==> config.mk <==
export PLATFORM = sky130hd
export DESIGN_NAME = ref_reset_sequencer
export DESIGN_NICKNAME = d
export VERILOG_FILES = /design/src/rtl/ref_sync_pkg.sv /design/src/rtl/edge_window_counter.sv /design/src/rtl/ref_reset_sequencer.sv
export SDC_FILE = /design/constraint.sdc
export NUM_CORES = 1
export LEC_CHECK = 0
export CORE_MARGIN = 4
export CORE_UTILIZATION = 51
export DETAILED_ROUTE_END_ITERATION = 12
export PLACE_DENSITY = 0.8
export RECOVER_POWER = 100
export SLEW_MARGIN = 25
export SYNTH_ARGS = -nofsm -noshare
export SYNTH_HDL_FRONTEND = slang
export SYNTH_SLANG_ARGS = --single-unit
==> constraint.sdc <==
create_clock -name clk -period 2.15 [get_ports clk]
set_input_delay 0.43 -clock clk [delete_from_list [all_inputs] [get_ports clk]]
set_output_delay 0.43 -clock clk [all_outputs]
set_load 0.02 [all_outputs]
==> src/rtl/ref_sync_pkg.sv <==
// Shared definitions for the reference-clock qualification and reset
// sequencing logic: state codes, default timing constants, width helper.
package ref_sync_pkg;

  // Sequencer state codes (also driven out on seq_state)
  localparam logic [1:0] WAIT_REF = 2'd0;
  localparam logic [1:0] RELEASE  = 2'd1;
  localparam logic [1:0] RUN      = 2'd2;
  localparam logic [1:0] FAULT    = 2'd3;

  // Default qualification window and sequencing constants
  localparam int DEF_WINDOW      = 1000;
  localparam int DEF_EDGE_MIN    = 9;
  localparam int DEF_EDGE_MAX    = 11;
  localparam int DEF_STAGE_DELAY = 16;
  localparam int DEF_N_STAGES    = 4;

  // Bits needed to hold values 0..n-1, never less than one bit
  function automatic int cnt_width(input int n);
    return (n > 2) ? $clog2(n) : 1;
  endfunction

endpackage

==> src/rtl/edge_window_counter.sv <==
// Counts reference edges over a free-running window of WINDOW cycles and
// judges each completed window against the [EDGE_MIN, EDGE_MAX] range.
module edge_window_counter
  import ref_sync_pkg::*;
#(
  parameter int WINDOW   = DEF_WINDOW,
  parameter int EDGE_MIN = DEF_EDGE_MIN,
  parameter int EDGE_MAX = DEF_EDGE_MAX
) (
  input  logic clk,
  input  logic rst_n,
  input  logic ref_edge_i,
  output logic win_end_o,
  output logic win_good_o,
  output logic ref_ok_o
);

  localparam int WW = cnt_width(WINDOW);
  // Holds 0..EDGE_MAX+1, so any saturated count is already out of range
  localparam int EW = cnt_width(EDGE_MAX + 2);

  logic [WW-1:0] win_cnt_q, win_cnt_d;
  logic [EW-1:0] edge_cnt_q, edge_cnt_d;
  logic [EW-1:0] edge_eval;
  logic          ref_ok_q, ref_ok_d;

  // Window position, saturating edge tally (including this cycle's edge) and verdict
  always_comb begin
    win_end_o = (win_cnt_q == WW'(WINDOW - 1));
    edge_eval = edge_cnt_q;
    if (ref_edge_i && (edge_cnt_q != '1)) begin
      edge_eval = edge_cnt_q + 1'b1;
    end
    win_good_o = (edge_eval >= EW'(EDGE_MIN)) && (edge_eval <= EW'(EDGE_MAX));
    win_cnt_d  = win_end_o ? '0 : win_cnt_q + 1'b1;
    edge_cnt_d = win_end_o ? '0 : edge_eval;
    ref_ok_d   = win_end_o ? win_good_o : ref_ok_q;
  end

  // Counter and verdict registers; only rst_n touches the window grid
  always_ff @(posedge clk) begin
    if (!rst_n) begin
      win_cnt_q  <= '0;
      edge_cnt_q <= '0;
      ref_ok_q   <= 1'b0;
    end else begin
      win_cnt_q  <= win_cnt_d;
      edge_cnt_q <= edge_cnt_d;
      ref_ok_q   <= ref_ok_d;
    end
  end

  assign ref_ok_o = ref_ok_q;

endmodule

==> src/rtl/ref_reset_sequencer.sv <==
// Qualifies the reference clock, then releases the downstream reset stages
// one by one; drops every stage at once on reference loss or sw request.
module ref_reset_sequencer
  import ref_sync_pkg::*;
#(
  parameter int N_STAGES    = DEF_N_STAGES,
  parameter int WINDOW      = DEF_WINDOW,
  parameter int EDGE_MIN    = DEF_EDGE_MIN,
  parameter int EDGE_MAX    = DEF_EDGE_MAX,
  parameter int STAGE_DELAY = DEF_STAGE_DELAY
) (
  input  logic                clk,
  input  logic                rst_n,
  input  logic                ref_edge,
  input  logic                sw_reset_req,
  output logic [N_STAGES-1:0] rst_n_stage,
  output logic                ref_ok,
  output logic                fault,
  output logic [1:0]          seq_state
);

  localparam int SW = cnt_width(N_STAGES);
  localparam int DW = cnt_width(STAGE_DELAY);

  logic                win_end, win_good, bad_window;
  logic                step_done, last_stage;
  logic [1:0]          state_q, state_d;
  logic [1:0]          good_cnt_q, good_cnt_d;
  logic [DW-1:0]       dly_q, dly_d;
  logic [SW-1:0]       stg_q, stg_d;
  logic [N_STAGES-1:0] stage_q, stage_d;
  logic [N_STAGES-1:0] release_bits;
  logic                fault_q, fault_d;

  edge_window_counter #(
    .WINDOW   (WINDOW),
    .EDGE_MIN (EDGE_MIN),
    .EDGE_MAX (EDGE_MAX)
  ) u_edge_window_counter (
    .clk        (clk),
    .rst_n      (rst_n),
    .ref_edge_i (ref_edge),
    .win_end_o  (win_end),
    .win_good_o (win_good),
    .ref_ok_o   (ref_ok)
  );

  assign bad_window = win_end && !win_good;
  assign step_done  = (dly_q == DW'(STAGE_DELAY - 1));
  assign last_stage = (stg_q == SW'(N_STAGES - 1));

  // One-hot of the stage whose delay expires this cycle
  generate
    for (genvar gi = 0; gi < N_STAGES; gi++) begin : g_release
      assign release_bits[gi] = (state_q == RELEASE) && step_done && (stg_q == SW'(gi));
    end
  endgenerate

  // Consecutive good-window tally, saturating at 2
  always_comb begin
    good_cnt_d = good_cnt_q;
    if (win_end) begin
      if (!win_good) begin
        good_cnt_d = 2'd0;
      end else if (good_cnt_q != 2'd2) begin
        good_cnt_d = good_cnt_q + 2'd1;
      end
    end
    if (sw_reset_req || (state_q == FAULT)) begin
      good_cnt_d = 2'd0;
    end
  end

  // Next-state decision; a software request overrides every other transition
  always_comb begin
    state_d = state_q;
    case (state_q)
      WAIT_REF: if (win_end && win_good && (good_cnt_q != 2'd0)) state_d = RELEASE;
      RELEASE: begin
        if (bad_window) begin
          state_d = FAULT;
        end else if (step_done && last_stage) begin
          state_d = RUN;
        end
      end
      RUN:      if (bad_window) state_d = FAULT;
      default:  state_d = WAIT_REF;
    endcase
    if (sw_reset_req) begin
      state_d = WAIT_REF;
    end
  end

  // Output and release-counter next values, keyed on the state being entered
  always_comb begin
    stage_d = '0;
    fault_d = fault_q;
    dly_d   = '0;
    stg_d   = '0;
    if ((state_q == RELEASE) && (state_d == RELEASE)) begin
      dly_d = step_done ? '0 : dly_q + 1'b1;
      stg_d = step_done ? stg_q + 1'b1 : stg_q;
    end
    case (state_d)
      RELEASE: stage_d = stage_q | release_bits;
      RUN:     stage_d = '1;
      FAULT:   fault_d = 1'b1;
      default: stage_d = '0;
    endcase
    if (sw_reset_req) begin
      fault_d = 1'b0;
    end
  end

  // State register
  always_ff @(posedge clk) begin
    if (!rst_n) begin
      state_q <= WAIT_REF;
    end else begin
      state_q <= state_d;
    end
  end

  // Release counters, tally and output registers
  always_ff @(posedge clk) begin
    if (!rst_n) begin
      good_cnt_q <= 2'd0;
      dly_q      <= '0;
      stg_q      <= '0;
      stage_q    <= '0;
      fault_q    <= 1'b0;
    end else begin
      good_cnt_q <= good_cnt_d;
      dly_q      <= dly_d;
      stg_q      <= stg_d;
      stage_q    <= stage_d;
      fault_q    <= fault_d;
    end
  end

  assign rst_n_stage = stage_q;
  assign fault       = fault_q;
  assign seq_state   = state_q;

endmodule

## Word-level counts from Yosys, hierarchy flattened

Index checks and enable logic that the tools add are counted.

- Register bits after elaboration: 30
- Latch bits: 0
- RAM bits: 0
- Memory bits (read-only): 0
- Input bits: 4
- Output and inout port bits: 8
- Logic and storage cells: 66
- Memories: 0

- Add/subtract/negate cells: 5
- $mul: 0
- Divide/modulo/power cells: 0
- $lt $le $gt $ge: 2
- Equal/unequal tests: 14
- Shift-type cells: 0
- Multiplexer cells: 10
- Bitwise gates (word level): 3
- Reductions and logical operators: 23

Operators by type and width:

| kind | count |
|---|---|
| 2-bit 2-to-1 mux | 7 |
| 2-bit equality test (second input constant) | 6 |
| 1-bit logical AND | 12 |
| 10-bit by 1-bit adder with 10-bit output (second input constant) | 1 |
| 10-bit equality test (second input constant) | 1 |
| 4-bit by 1-bit adder with 4-bit output (second input constant) | 2 |
| 4-bit case mux with 2 select lines | 1 |
| 2-bit by 1-bit equality test with 1-bit output (second input constant) | 3 |
| 2-bit case mux with 3 select lines | 1 |
| 2-bit OR reduction | 3 |
| 2-bit by 1-bit adder with 2-bit output (second input constant) | 2 |
| 4-bit equality test (second input constant) | 1 |
| 4-bit greater-or-equal comparator (second input constant) | 1 |
| 4-bit less-or-equal comparator (second input constant) | 1 |
| 2-bit zero test | 2 |
| 4-bit 2-to-1 mux | 1 |
| 4-bit inequality test (second input constant) | 1 |
| 4-bit bitwise OR | 1 |
| 2-bit AND reduction | 2 |
| 3-bit OR reduction | 1 |
| 2-bit by 1-bit inequality test with 1-bit output (second input constant) | 1 |
| 2-bit inequality test (second input constant) | 1 |
| 1-bit inverter | 2 |
| 2-bit nonzero test | 1 |
| 2 further kinds | 2 |

## Longest topological paths before layout

- Depth in word-level cells: 14
- Depth in mapped cells: 10
- Depth with buffers taken out: 10

## Modules after synthesis

A second synthesis with hierarchy kept.

- Cell total of the unflattened synthesis: 164
- Area, all modules: 1535.2 um^2

Modules (own cells, without submodules):

| module | times used | cells each | area each (um^2) | seq. area each (um^2) |
|---|---|---|---|---|
| ref_reset_sequencer | 1 | 87 | 828.3 | 300.3 |
| edge_window_counter | 1 | 77 | 706.9 | 300.3 |

## Least setup slack after synthesis

No wires, ideal clock.

- Path type: register to register
- Start: register u_edge_window_counter.edge_cnt_q[0]
- End: register dly_q[3]
- Library setup time: 0.115 ns
- Arrival: 2.191 ns
- Data required time: 2.035 ns
- Path slack: -0.155 ns
- Cell stages (with the launch flop): 11
- Buffers on the path: 0
- Clock period less this slack: 2.305 ns
- Cells stage by stage: dfxtp_1 ha_1 nand3_1 a211o_1 a31oi_4 nor2b_2 or3_1 ha_1 nand4b_1 nand2b_1 nor2_1

- Longest elaborated chain between the ends: 14
- Elaborated cells on any way between the ends: 20
- Classes of those cells: add/sub: 1; order compare: 2; eq/ne: 2; mux: 6; bitwise: 1; reduce/logical: 8

Ends and longest elaborated chain:

| element | line | text |
|---|---|---|
| start, declared | edge_window_counter.sv:23 | `logic [EW-1:0] edge_cnt_q, edge_cnt_d;` |
| start signal, assigned | edge_window_counter.sv:48 | `edge_cnt_q <= edge_cnt_d;` |
| parallel branches: the longest is 2 deep, another holds 4-bit by 1-bit adder with 4-bit output | n/a |  |
| 4-bit 2-to-1 mux (*) | edge_window_counter.sv:31 | `if (ref_edge_i && (edge_cnt_q != '1)) begin` |
| 4-bit greater-or-equal comparator / 4-bit less-or-equal comparator (equally long branches) | edge_window_counter.sv:34 | `win_good_o = (edge_eval >= EW'(EDGE_MIN)) && (edge_eval <= EW'(EDGE_MAX));` |
| 1-bit logical AND (*) | edge_window_counter.sv:34 |  |
| 1-bit zero test / 1-bit logical AND (equally long branches) | n/a |  |
| 1-bit logical AND, on equally long branches | ref_reset_sequencer.sv:48, ref_reset_sequencer.sv:78 |  |
| 2-bit 2-to-1 mux, on equally long branches | ref_reset_sequencer.sv:86, ref_reset_sequencer.sv:78, ref_reset_sequencer.sv:80 |  |
| 2-bit case mux with 3 select lines (*) | ref_reset_sequencer.sv:77 | `case (state_q)` |
| 2-bit 2-to-1 mux (*) | ref_reset_sequencer.sv:89 | `if (sw_reset_req) begin` |
| 2-bit by 1-bit equality test with 1-bit output (*) | ref_reset_sequencer.sv:100 | `if ((state_q == RELEASE) && (state_d == RELEASE)) begin` |
| 1-bit logical AND (*) | ref_reset_sequencer.sv:100 |  |
| 1-bit inverter (no source line) (*) | n/a |  |
| 3-bit OR reduction (no source line) (*) | n/a |  |
| end signal, assigned | ref_reset_sequencer.sv:134 | `dly_q <= dly_d;` |
| end, declared | ref_reset_sequencer.sv:29 | `logic [DW-1:0] dly_q, dly_d;` |

Every way passes the cells marked *.
A chain may end at the register's enable or synchronous reset.

## Worst setup path in the final report

- Start: register u_edge_window_counter.edge_cnt_q[1]
- End: register dly_q[3]

Same word-level chain as after synthesis.

==> impl_metrics.env <==
export IMPL_layoutNonFillerInstCount=220
export IMPL_path_clk_slew_ps=100
export IMPL_cts_sinks=30
export IMPL_finalNetCount=204
export IMPL_p_total_mw=1.04
export IMPL_core_um2=2730
export IMPL_worst_pin_slew_ps=541
export IMPL_cts_buffers=5
export IMPL_initial_core_util_pct=53.0
export IMPL_antenna_left=0
export IMPL_violations="negative setup slack"
export IMPL_firstDrtPassIters=4
export IMPL_clk_path_buf_depth=2
export IMPL_rsz0062_at_grt="yes"
export IMPL_wire_per_inst_um=13.7
export IMPL_rows=19
export IMPL_io_buffers=11
export IMPL_final_setup_worst_slack_ps=-94.4
export IMPL_arrival_ps=2470
export IMPL_diodes=0
export IMPL_p_leak_nw=0.753
export IMPL_die_area_um2=3760
export IMPL_cp_end_kind="register"
export IMPL_min_path_type="reg -> reg"
export IMPL_yosysWarningCount=0
export IMPL_drcViolationCount=0
export IMPL_power_density_nw_per_um2=555
export IMPL_grt_start_max_net_pins=12
export IMPL_syn_area_um2=1450
export IMPL_cp_max_fo=4
export IMPL_crit_type="reg -> reg"
export IMPL_post_place_cells=208
export IMPL_synthesis_nets=171
export IMPL_cap_violations=0
export IMPL_nFillCells=211
export IMPL_ys_flop_type="dfxtp_1"
export IMPL_synthCells=155
export IMPL_clock_root_buffer="clkbuf_4"
export IMPL_synth_seq_cells=30
export IMPL_period_share_pct=104
export IMPL_area_growth_pct=29.4
export IMPL_synth_cell_types=31
export IMPL_grtUsageTotal_pct=18.7
export IMPL_grt_pass1_wl_um=5150
export IMPL_die_w_um=61.3
export IMPL_synth_seq_area_share_pct=41.5
export IMPL_ctsHoldBuffers=0
export IMPL_hold_viol=0
export IMPL_synth_edf_count=0
export IMPL_peakVddDrop_v=0.000672
export IMPL_max_freq_ghz=0.446
export IMPL_place_gp_congestion=0.849
export IMPL_overflow=0
export IMPL_synth_area_per_cell_um2=9.35
export IMPL_min_period_ps=2240
export IMPL_drtIter0Drc=26
export IMPL_pin_count=12
export IMPL_critPathLaunchType="register"
export IMPL_vias=1231
export IMPL_hpwl_um=2270
export IMPL_crit_required_ps=2370
export IMPL_post_place_ws_ps=-516
export IMPL_status="finished with violations"
export IMPL_htree_levels=2
export IMPL_relSlewSlack_pct=63.9
export IMPL_drt_wl_total_um=3010
export IMPL_finalSetupViolations=10
export IMPL_grt_pass1_vias=1236
export IMPL_clock_latency_ps=330
export IMPL_drive_gt1_share_pct=25.9
export IMPL_cts_tree="built"
export IMPL_async_flop_share_pct=0
export IMPL_via_per_inst=5.60
export IMPL_fin_skew_ps=12.7
export IMPL_dieHeight_um=61.3
export IMPL_slew_violations=0
export IMPL_antenna_found_initial=0
logic make-up after synthesis:
| kind of cell | synth area share [%] |
|---|---|
| buf+inv | 2.33 |
| flops | 41.5 |
| mux | 0.777 |
| compound gates | 11.6 |
| simple gates | 25.6 |
| fa+ha+maj | 10.4 |
| xor+xnor | 7.86 |
final timing paths:
kind | slack [ps] | from | end | cells past startpoint
worst max register to register | -90 | u_edge_window_counter.edge_cnt_q[1] | dly_q[3] | 10
worst min register to register | 460 | dly_q[0] | dly_q[0] | 1
worst max-delay path | -90 | u_edge_window_counter.edge_cnt_q[1] | dly_q[3] | 10
worst min-delay path | 460 | dly_q[0] | dly_q[0] | 1
power breakdown:
| group | switching, mW | leakage [nW] | total [mW] | internal, mW |
|---|---|---|---|---|
| Combinational | 0.0299 | 0.466 | 0.0579 | 0.0280 |
| Clock | 0.188 | 0.0446 | 0.411 | 0.223 |
| Sequential | 0.00661 | 0.243 | 0.571 | 0.565 |
timing repair:
action	in CTS	in global routing
pin swaps	6	3
buffers inserted	4	0
gates cloned	0	0
resized for setup	4	10
setup endpoints to repair	10	10
worst max-delay path: stages (launching register included):
cell and delay, ps:
dfxtp_2 350, ha_4 170, and4b_1 210, a32o_2 280, a31oi_4 190, nor2b_2 80
or3_1 330, ha_2 190, nand4b_1 130, nand2b_4 160, nor2_1 50
cell type report:
| cell class | instances | area [um2] | area share [%] |
|---|---|---|---|
| multi-input cells | 116 | 892 | 47.6 |
| flip-flops and latches | 30 | 603 | 32.2 |
| repair buffers | 28 | 236 | 12.6 |
| clock buffers | 8 | 78.8 | 4.20 |
| well taps | 31 | 38.8 | 2.07 |
| inverters | 7 | 26.3 | 1.40 |
placed cells by master, fill, tap and decap left out, types with 4 or more instances in the layout:
cell type,instances
dfxtp_1,28
buf_4,17
nor2_1,16
ha_1,10
clkdlybuf4s50_1,10
a21oi_1,8
inv_1,7
xnor2_1,7
nand3_1,7
nand2_1,7
a21o_1,6
xor2_1,6
nor3_1,5
clkbuf_4,5
and3_1,4
a21oi_2,4
registers in the layout, summed over array words and instances (netlist names):
signal                            flops
u_edge_window_counter.ref_ok_o        1
seq_state                             2
good_cnt_q                            2
u_edge_window_counter.edge_cnt_q      4
stg_q                                 2
dly_q                                 4
u_edge_window_counter.win_cnt_q      10
rst_n_stage                           4
fault                                 1
synthesized netlist by cell type, types with 5 or more instances:
library cell  number  area [um2]
nor3b_1            5        37.5
a21o_1             6        45.0
dfxtp_1           30         601
ha_1              12         150
nor3_1             5        25.0
xnor2_1            7        61.3
inv_1              7        26.3
nand2_1            8        30.0
xor2_1             6        52.6
nor2_1            18        67.6
a21oi_1           13        65.1
nand3_1            8        40.0
through the flow:
step | util, % | setup TNS (ps) | hold WS, ps | area (um2)
after floorplan | - | 0 | 413 | 1480
after global placement | 62.8 | -3690 | 427 | 1720
after detailed placement | 62.8 | -4790 | 450 | 1720
after CTS | 67.2 | -644 | 463 | 1840
after global routing | 68.6 | -1590 | 494 | 1880
final | 68.6 | -770 | 460 | 1880
metal layers:
layer	share of wire, %	global-route usage, %	vias to the layer above	wire, um
met5	0	0	-	0
met4	2.6	8.05	0	78
met3	4.3	6.08	10	129
met2	52	34.0	23	1560
met1	41	19.5	587	1240
li1	-	-	611	-
Power figures use the tool's default switching activity.
